File: src/rtl/fp32_accum.sv
// fp32_accum: sequential fp32 accumulator for fmul products.
// Each accepted element takes ALIGN -> ADD -> NORM -> ROUND (4 cycles)
// through one shared adder. The element flagged last parks the sum in DONE
// until the downstream stage takes it.
module fp32_accum #(
    parameter int BIT_W = 32,
    parameter int CNT_W = 16
) (
    input  logic             clk,
    input  logic             rst_n,
    input  logic [BIT_W-1:0] in_data,
    input  logic             in_valid,
    input  logic             in_last,
    output logic             in_ready,
    output logic [BIT_W-1:0] out_data,
    output logic [CNT_W-1:0] out_count,
    output logic             out_valid,
    input  logic             out_ready
);

    typedef enum logic [2:0] {S_IDLE, S_ALIGN, S_ADD, S_NORM, S_ROUND, S_DONE} state_t;

    localparam logic [31:0] QNAN = 32'h7FC00000;

    state_t            state_q, state_d;
    logic [31:0]       acc_q, b_q, bypv_q;
    logic [CNT_W-1:0]  cnt_q;
    logic              nan_q, last_q, sg_q, sub_q, byp_q, bnan_q, nz_q;
    logic signed [9:0] ea_q, ne_q;
    logic [26:0]       ma_q, mb_q, nm_q;
    logic [27:0]       sum_q;

    // ALIGN signals
    logic [7:0]  a_e, b_e, hi_e, lo_e, dexp;
    logic [23:0] a_m, b_m, hi_m, lo_m;
    logic        a_big, hi_s, a_inf, b_inf, a_nan, b_nan, al_nan, al_byp;
    logic [31:0] al_bypv;
    logic [53:0] sh;
    logic [26:0] lo_sh;
    // NORM signals
    logic [4:0]        lz;
    logic [26:0]       nm_d;
    logic signed [9:0] ne_d;
    // ROUND signals
    logic              rup;
    logic [24:0]       rm;
    logic signed [9:0] re;
    logic [22:0]       frac;
    logic [31:0]       acc_d;

    assign in_ready  = (state_q == S_IDLE);
    assign out_valid = (state_q == S_DONE);
    assign out_data  = acc_q;
    assign out_count = cnt_q;

    // next-state logic
    always_comb begin
        state_d = state_q;
        case (state_q)
            S_IDLE:  if (in_valid) state_d = S_ALIGN;
            S_ALIGN: state_d = S_ADD;
            S_ADD:   state_d = S_NORM;
            S_NORM:  state_d = S_ROUND;
            S_ROUND: state_d = last_q ? S_DONE : S_IDLE;
            S_DONE:  if (out_ready) state_d = S_IDLE;
            default: state_d = S_IDLE;
        endcase
    end

    // unpack, order by magnitude, align the smaller operand; detect specials
    always_comb begin
        a_e   = acc_q[30:23];
        b_e   = b_q[30:23];
        a_m   = (a_e == 8'd0) ? 24'd0 : {1'b1, acc_q[22:0]};
        b_m   = (b_e == 8'd0) ? 24'd0 : {1'b1, b_q[22:0]};
        a_big = {a_e, a_m[22:0]} >= {b_e, b_m[22:0]};
        hi_e  = a_big ? a_e : b_e;
        hi_m  = a_big ? a_m : b_m;
        hi_s  = a_big ? acc_q[31] : b_q[31];
        lo_e  = a_big ? b_e : a_e;
        lo_m  = a_big ? b_m : a_m;
        dexp  = hi_e - lo_e;
        sh    = {lo_m, 3'b000, 27'd0} >> dexp;
        // beyond 27 positions everything lands in sticky
        if (dexp >= 8'd27) lo_sh = {26'd0, |lo_m};
        else               lo_sh = {sh[53:28], sh[27] | (|sh[26:0])};

        a_inf   = (a_e == 8'hFF) && (acc_q[22:0] == 23'd0);
        b_inf   = (b_e == 8'hFF) && (b_q[22:0] == 23'd0);
        a_nan   = (a_e == 8'hFF) && (acc_q[22:0] != 23'd0);
        b_nan   = (b_e == 8'hFF) && (b_q[22:0] != 23'd0);
        al_nan  = nan_q | a_nan | b_nan | (a_inf & b_inf & (acc_q[31] ^ b_q[31]));
        al_byp  = al_nan | a_inf | b_inf;
        al_bypv = al_nan ? QNAN : (a_inf ? acc_q : b_q);
    end

    // carry shifts right once; otherwise leading-zero count and shift left
    always_comb begin
        lz = 5'd0;
        for (int i = 0; i < 27; i++)
            if (sum_q[i]) lz = 5'(26 - i);
        if (sum_q[27]) begin
            nm_d = {sum_q[27:2], sum_q[1] | sum_q[0]};
            ne_d = ea_q + 10'sd1;
        end else begin
            nm_d = sum_q[26:0] << lz;
            ne_d = ea_q - $signed({5'd0, lz});
        end
    end

    // round-to-nearest-even and pack, with flush/overflow/special handling
    always_comb begin
        rup  = nm_q[2] & (nm_q[1] | nm_q[0] | nm_q[3]);
        rm   = {1'b0, nm_q[26:3]} + {24'd0, rup};
        re   = rm[24] ? ne_q + 10'sd1 : ne_q;
        frac = rm[24] ? rm[23:1] : rm[22:0];
        if (byp_q)                   acc_d = bypv_q;
        else if (nz_q || re <= 10'sd0) acc_d = 32'd0;
        else if (re >= 10'sd255)     acc_d = {sg_q, 8'hFF, 23'd0};
        else                         acc_d = {sg_q, re[7:0], frac};
    end

    // state register
    always_ff @(posedge clk or negedge rst_n) begin
        if (!rst_n) state_q <= S_IDLE;
        else        state_q <= state_d;
    end

    // datapath registers, each stage loading its own slice of the pipeline
    always_ff @(posedge clk or negedge rst_n) begin
        if (!rst_n) begin
            acc_q <= 32'd0; cnt_q <= '0; nan_q <= 1'b0;
            b_q <= 32'd0; last_q <= 1'b0;
            sg_q <= 1'b0; sub_q <= 1'b0; byp_q <= 1'b0; bnan_q <= 1'b0; bypv_q <= 32'd0;
            ea_q <= '0; ma_q <= '0; mb_q <= '0; sum_q <= '0;
            nm_q <= '0; ne_q <= '0; nz_q <= 1'b0;
        end else begin
            case (state_q)
                S_IDLE: if (in_valid) begin
                    b_q    <= in_data;
                    last_q <= in_last;
                end
                S_ALIGN: begin
                    sg_q   <= hi_s;
                    sub_q  <= acc_q[31] ^ b_q[31];
                    ea_q   <= $signed({2'b00, hi_e});
                    ma_q   <= {hi_m, 3'b000};
                    mb_q   <= lo_sh;
                    byp_q  <= al_byp;
                    bnan_q <= al_nan;
                    bypv_q <= al_bypv;
                end
                S_ADD: sum_q <= sub_q ? {1'b0, ma_q} - {1'b0, mb_q}
                                      : {1'b0, ma_q} + {1'b0, mb_q};
                S_NORM: begin
                    nm_q <= nm_d;
                    ne_q <= ne_d;
                    nz_q <= (sum_q == 28'd0);
                end
                S_ROUND: begin
                    acc_q <= acc_d;
                    if (cnt_q != '1) cnt_q <= cnt_q + 1'b1;
                    if (bnan_q) nan_q <= 1'b1;
                end
                S_DONE: if (out_ready) begin
                    acc_q <= 32'd0;
                    cnt_q <= '0;
                    nan_q <= 1'b0;
                end
                default: ;
            endcase
        end
    end

endmodule

File: config.mk
export PLATFORM = sky130hd
export DESIGN_NAME = fp32_accum
export DESIGN_NICKNAME = d
export VERILOG_FILES = /design/src/rtl/fp32_accum.sv
export SDC_FILE = /design/constraint.sdc
export NUM_CORES = 1
export LEC_CHECK = 0
export ABC_AREA = 1
export BUFFER_PORTS_ARGS = -buffer_cell sky130_fd_sc_hd__buf_2
export CORE_MARGIN = 1
export CORE_UTILIZATION = 55
export CTS_BUF_LIST = sky130_fd_sc_hd__clkbuf_4
export DETAILED_ROUTE_END_ITERATION = 10
export PLACE_DENSITY = 0.73
export RECOVER_POWER = 50
export SETUP_SLACK_MARGIN = 0.15
export SLEW_MARGIN = 15
export SYNTH_ARGS = -nofsm -noshare
export SYNTH_HDL_FRONTEND = slang
export SYNTH_SLANG_ARGS = --single-unit
File: constraint.sdc
create_clock -name clk -period 8.2 [get_ports clk]
set_clock_uncertainty 0.15 [all_clocks]
set_input_delay 0.82 -clock clk [delete_from_list [all_inputs] [get_ports clk]]
set_output_delay 0.82 -clock clk [all_outputs]
set_load 0.005 [all_outputs]
==> qor.tcl <==
set qor(outcome) {finished with violations}
set qor(failing_checks) {max-capacitance violations, max-slew violations}
set qor(finalWorstPathRequiredPeriod_ps) 6840
set qor(post_synthesis_instance_area_sq_um) 18600
set qor(synthDistinctLibCells) 61
set qor(xor_xnor_fraction_of_synth_area_pct) 2.59
set qor(drtAntennaViolNets) 0
set qor(cts_num_sinks) 246
set qor(layout.core_utilization_pct) 61.0
set qor(route.detailed.wl_per_inst_um) 20.3
set qor(slowest_cell_delay_on_critical_path_ps) 980
set qor(seq_area_frac_synth_pct) 33.2
set qor(post_cts_buffers) 0
set qor(timing.final.setup_violations) 0
set qor(synth_top_family_by_area) {simple AND/OR/NAND/NOR gates}
set qor(cts-resized-gates) 0
set qor(tritoncts) {built}
set qor(synth_area_leader_cell) {sky130_fd_sc_hd__dfrtp_1}
set qor(timing.slew.headroom_pct) -272
set qor(post-route-period-util_pct) 83.4
set qor(synth_commonest_cells) {642 x sky130_fd_sc_hd__nand2_1, 313 x sky130_fd_sc_hd__inv_1, 248 x sky130_fd_sc_hd__nor2_1, 246 x sky130_fd_sc_hd__dfrtp_1, 244 x sky130_fd_sc_hd__o21ai_0}
set qor(path_common_cell) {sky130_fd_sc_hd__nand2_1}
set qor(gp_congestion) 0.982
set qor(post_synth_main_area_contributors) {sky130_fd_sc_hd__dfrtp_1 33%, sky130_fd_sc_hd__nand2_1 13%, sky130_fd_sc_hd__o21ai_0 6.6%, sky130_fd_sc_hd__inv_1 6.3%, sky130_fd_sc_hd__ha_1 6.1%}
set qor(synth.ff_latch_count) 246
set qor(number_of_global_route_vias_before_repair) 18363
set qor(achievable-frequency_mhz) 146
set qor(gr-usage-all-layers_pct) 39.0
set qor(async_reset_ff_share_pct) 100
set qor(top_level_ports) 87
set qor(drt-pass1-iter-count) 8
set qor(route.vias.total) 19745
set qor(syn_avg_cell_area_sq_um) 6.82
set qor(die_height_um) 186
set qor(drt_wl_total_um) 66200
set qor(grt_overflow_total) 0
set qor(start_util_pct) 56.5
set qor(area_delta_synth_final_pct) 8.00
set qor(fp.dieArea_sq_um) 34500
set qor(hold_buffers) 1
set qor(fillerInstances) 3262
set qor(viasPerCell) 6.05
set qor(critical_path.max_fanout) 45
set qor(post-synth-top-area-fraction_pct) 33.2
set qor(timing_worst_slew_pin_value_ps) 5570
set qor(synth-edff-count) 0
set qor(synthMostInstantiatedCell) {sky130_fd_sc_hd__nand2_1}
set qor(max-cap-violations) 4
set qor(dr.first_iter.drc_count) 2136
set qor(ctsLongestPathBuffers) 3
set qor(root_buffer) {sky130_fd_sc_hd__clkbuf_4}
set qor(placementRows) 66
set qor(synth.mux.area_fraction_pct) 0.398
set qor(grt_pass1_wl_um) 102000
set qor(cpMaxStageDelayCell) {sky130_fd_sc_hd__ha_1}
set qor(timing.final.max_slew_violations) 285
set qor(cts_inserted_buffers) 70
set qor(critPathCaptureType) {flop}
set qor(synth-compound-area-share_pct) 19.0
set qor(timing.critical_path.required_ps) 8680
set qor(grt_start_max_net_pins) 133
set qor(clk_pin_slew_worst_paths_ps) 60
set qor(proportion_of_layout_cells_with_a_drive_suffix_above_1_pct) 8.58
set qor(fp.coreArea_sq_um) 32900
set qor(yosys_warnings) 0
set qor(dp_hpwl_um) 49900
set qor(worst_setup_path_start_kind) {flop}
set qor(grt_antenna_before_repair) 3
set qor(ctsHtreeMaxLevel) 3
set qor(syn_inst_count) 2722
set qor(grt_setup_unrepaired) {no}
set qor(synth-adder-area-share_pct) 6.28
set qor(worstPathArrival_ps) 7320
set qor(drc_errors) 0
set qor(synth-simple-area-share_pct) 29.0
set qor(place.port_buffers) 86
set qor(clk-insertion-delay-late_ps) 800
set qor(setup-tns-final_ps) 0
set qor(timing_hold_violations_final) 0
set qor(nNetsFinal) 2900
set qor(synthesized_netlist_net_count) 2851
set qor(dominantRegCellSynth) {sky130_fd_sc_hd__dfrtp_1}
set qor(chipWidth_um) 186
set qor(hold_class) {input pin to flop}
set qor(critPathKind) {flop to flop}
==> kinds of logic after synthesis <==
| kind of cell | Yosys count |
|---|---|
| compound gates | 615 |
| xor+xnor | 55 |
| fa+ha+maj | 92 |
| buf+inv | 459 |
| flops | 246 |
| mux | 7 |
| simple gates | 1248 |
==> worst paths after layout <==
kind,endpoint,slack (ps),startpoint,cells after the start
worst max-delay path,mb_q[0]$_DFFE_PN0P_,1360,b_q[24]$_DFFE_PN0P_,35
worst min-delay path,b_q[20]$_DFFE_PN0P_,140,in_data[20],2
worst max register to register,mb_q[0]$_DFFE_PN0P_,1360,b_q[24]$_DFFE_PN0P_,35
worst min register to register,ne_q[7]$_DFFE_PN0P_,330,ea_q[7]$_DFFE_PN0P_,1
max in group asynchronous,b_q[6]$_DFFE_PN0P_,2000,rst_n,2
min in group asynchronous,out_data[31]$_DFFE_PN0P_,2720,rst_n,2
==> layout make-up <==
| class | instances | area (sq um) | area share, % |
|---|---|---|---|
| Clock buffer | 104 | 781 | 3.89 |
| Sequential cell | 246 | 6160 | 30.7 |
| Inverter | 325 | 1220 | 6.08 |
| Multi-Input combinational cell | 2017 | 10600 | 53.1 |
| Tap cell | 442 | 553 | 2.76 |
| Clock inverter | 19 | 103 | 0.512 |
| Antenna cell | 1 | 2.50 | 0.0125 |
| Timing Repair Buffer | 111 | 587 | 2.93 |
==> cell usage in the layout (no fill, tap or decap), types with 16 or more instances in the layout <==
master,Yosys,layout
sky130_fd_sc_hd__nand2_1,642,641
sky130_fd_sc_hd__inv_1,313,313
sky130_fd_sc_hd__nor2_1,248,248
sky130_fd_sc_hd__dfrtp_1,246,246
sky130_fd_sc_hd__o21ai_0,244,244
sky130_fd_sc_hd__nand3_1,202,202
sky130_fd_sc_hd__a21oi_1,174,174
sky130_fd_sc_hd__clkbuf_4,0,104
sky130_fd_sc_hd__ha_1,90,90
sky130_fd_sc_hd__nand4_1,61,61
sky130_fd_sc_hd__buf_2,16,59
sky130_fd_sc_hd__o22ai_1,58,58
sky130_fd_sc_hd__xor2_1,50,49
sky130_fd_sc_hd__nor3_1,37,35
sky130_fd_sc_hd__clkbuf_1,104,28
sky130_fd_sc_hd__a22oi_1,24,24
sky130_fd_sc_hd__buf_4,4,18
sky130_fd_sc_hd__a31oi_1,17,17
sky130_fd_sc_hd__clkinv_1,5,16
==> sequential cells by signal (all words and copies together) (netlist names) <==
signal,flops
out_data,32
bnan_q,1
state_q,3
mb_q,27
last_q,1
sum_q,28
ea_q,8
sg_q,1
ma_q,24
nan_q,1
sub_q,1
ne_q,10
byp_q,1
b_q,32
bypv_q,32
out_count,16
nm_q,27
nz_q,1
==> critical path, delay by kind of cell (launching register included) <==
kind / cells / cell delay (ps)
flip-flops: 1 / 420
AO/OA/AOI/OAI: 1 / 150
buffers and inverters: 5 / 1540
adder cells (fa/ha/maj): 2 / 1230
AND/OR/NAND/NOR: 27 / 3190
==> per-stage QoR <==
stage                     area (sq um)  hold slack, ps  setup slack (ps)  instances
after floorplan                  18600             298              3760       2722
after global placement           19200             309              1650       3140
after detailed placement         19200             324              1570       3140
after CTS                        20100            83.2              1540       3264
after global routing             20100             123               804       3265
final                            20100             141              1360       3265
==> per-layer routing <==
layer | GRT usage (%) | wire (um)
met5 | 0 | 23
met4 | 19.9 | 3230
met3 | 6.93 | 6410
met2 | 60.5 | 29200
met1 | 52.1 | 27300
Power is left out: the tool's default activity adds up to more than one toggle a clock period on the data nets, which glitch-free logic cannot reach.
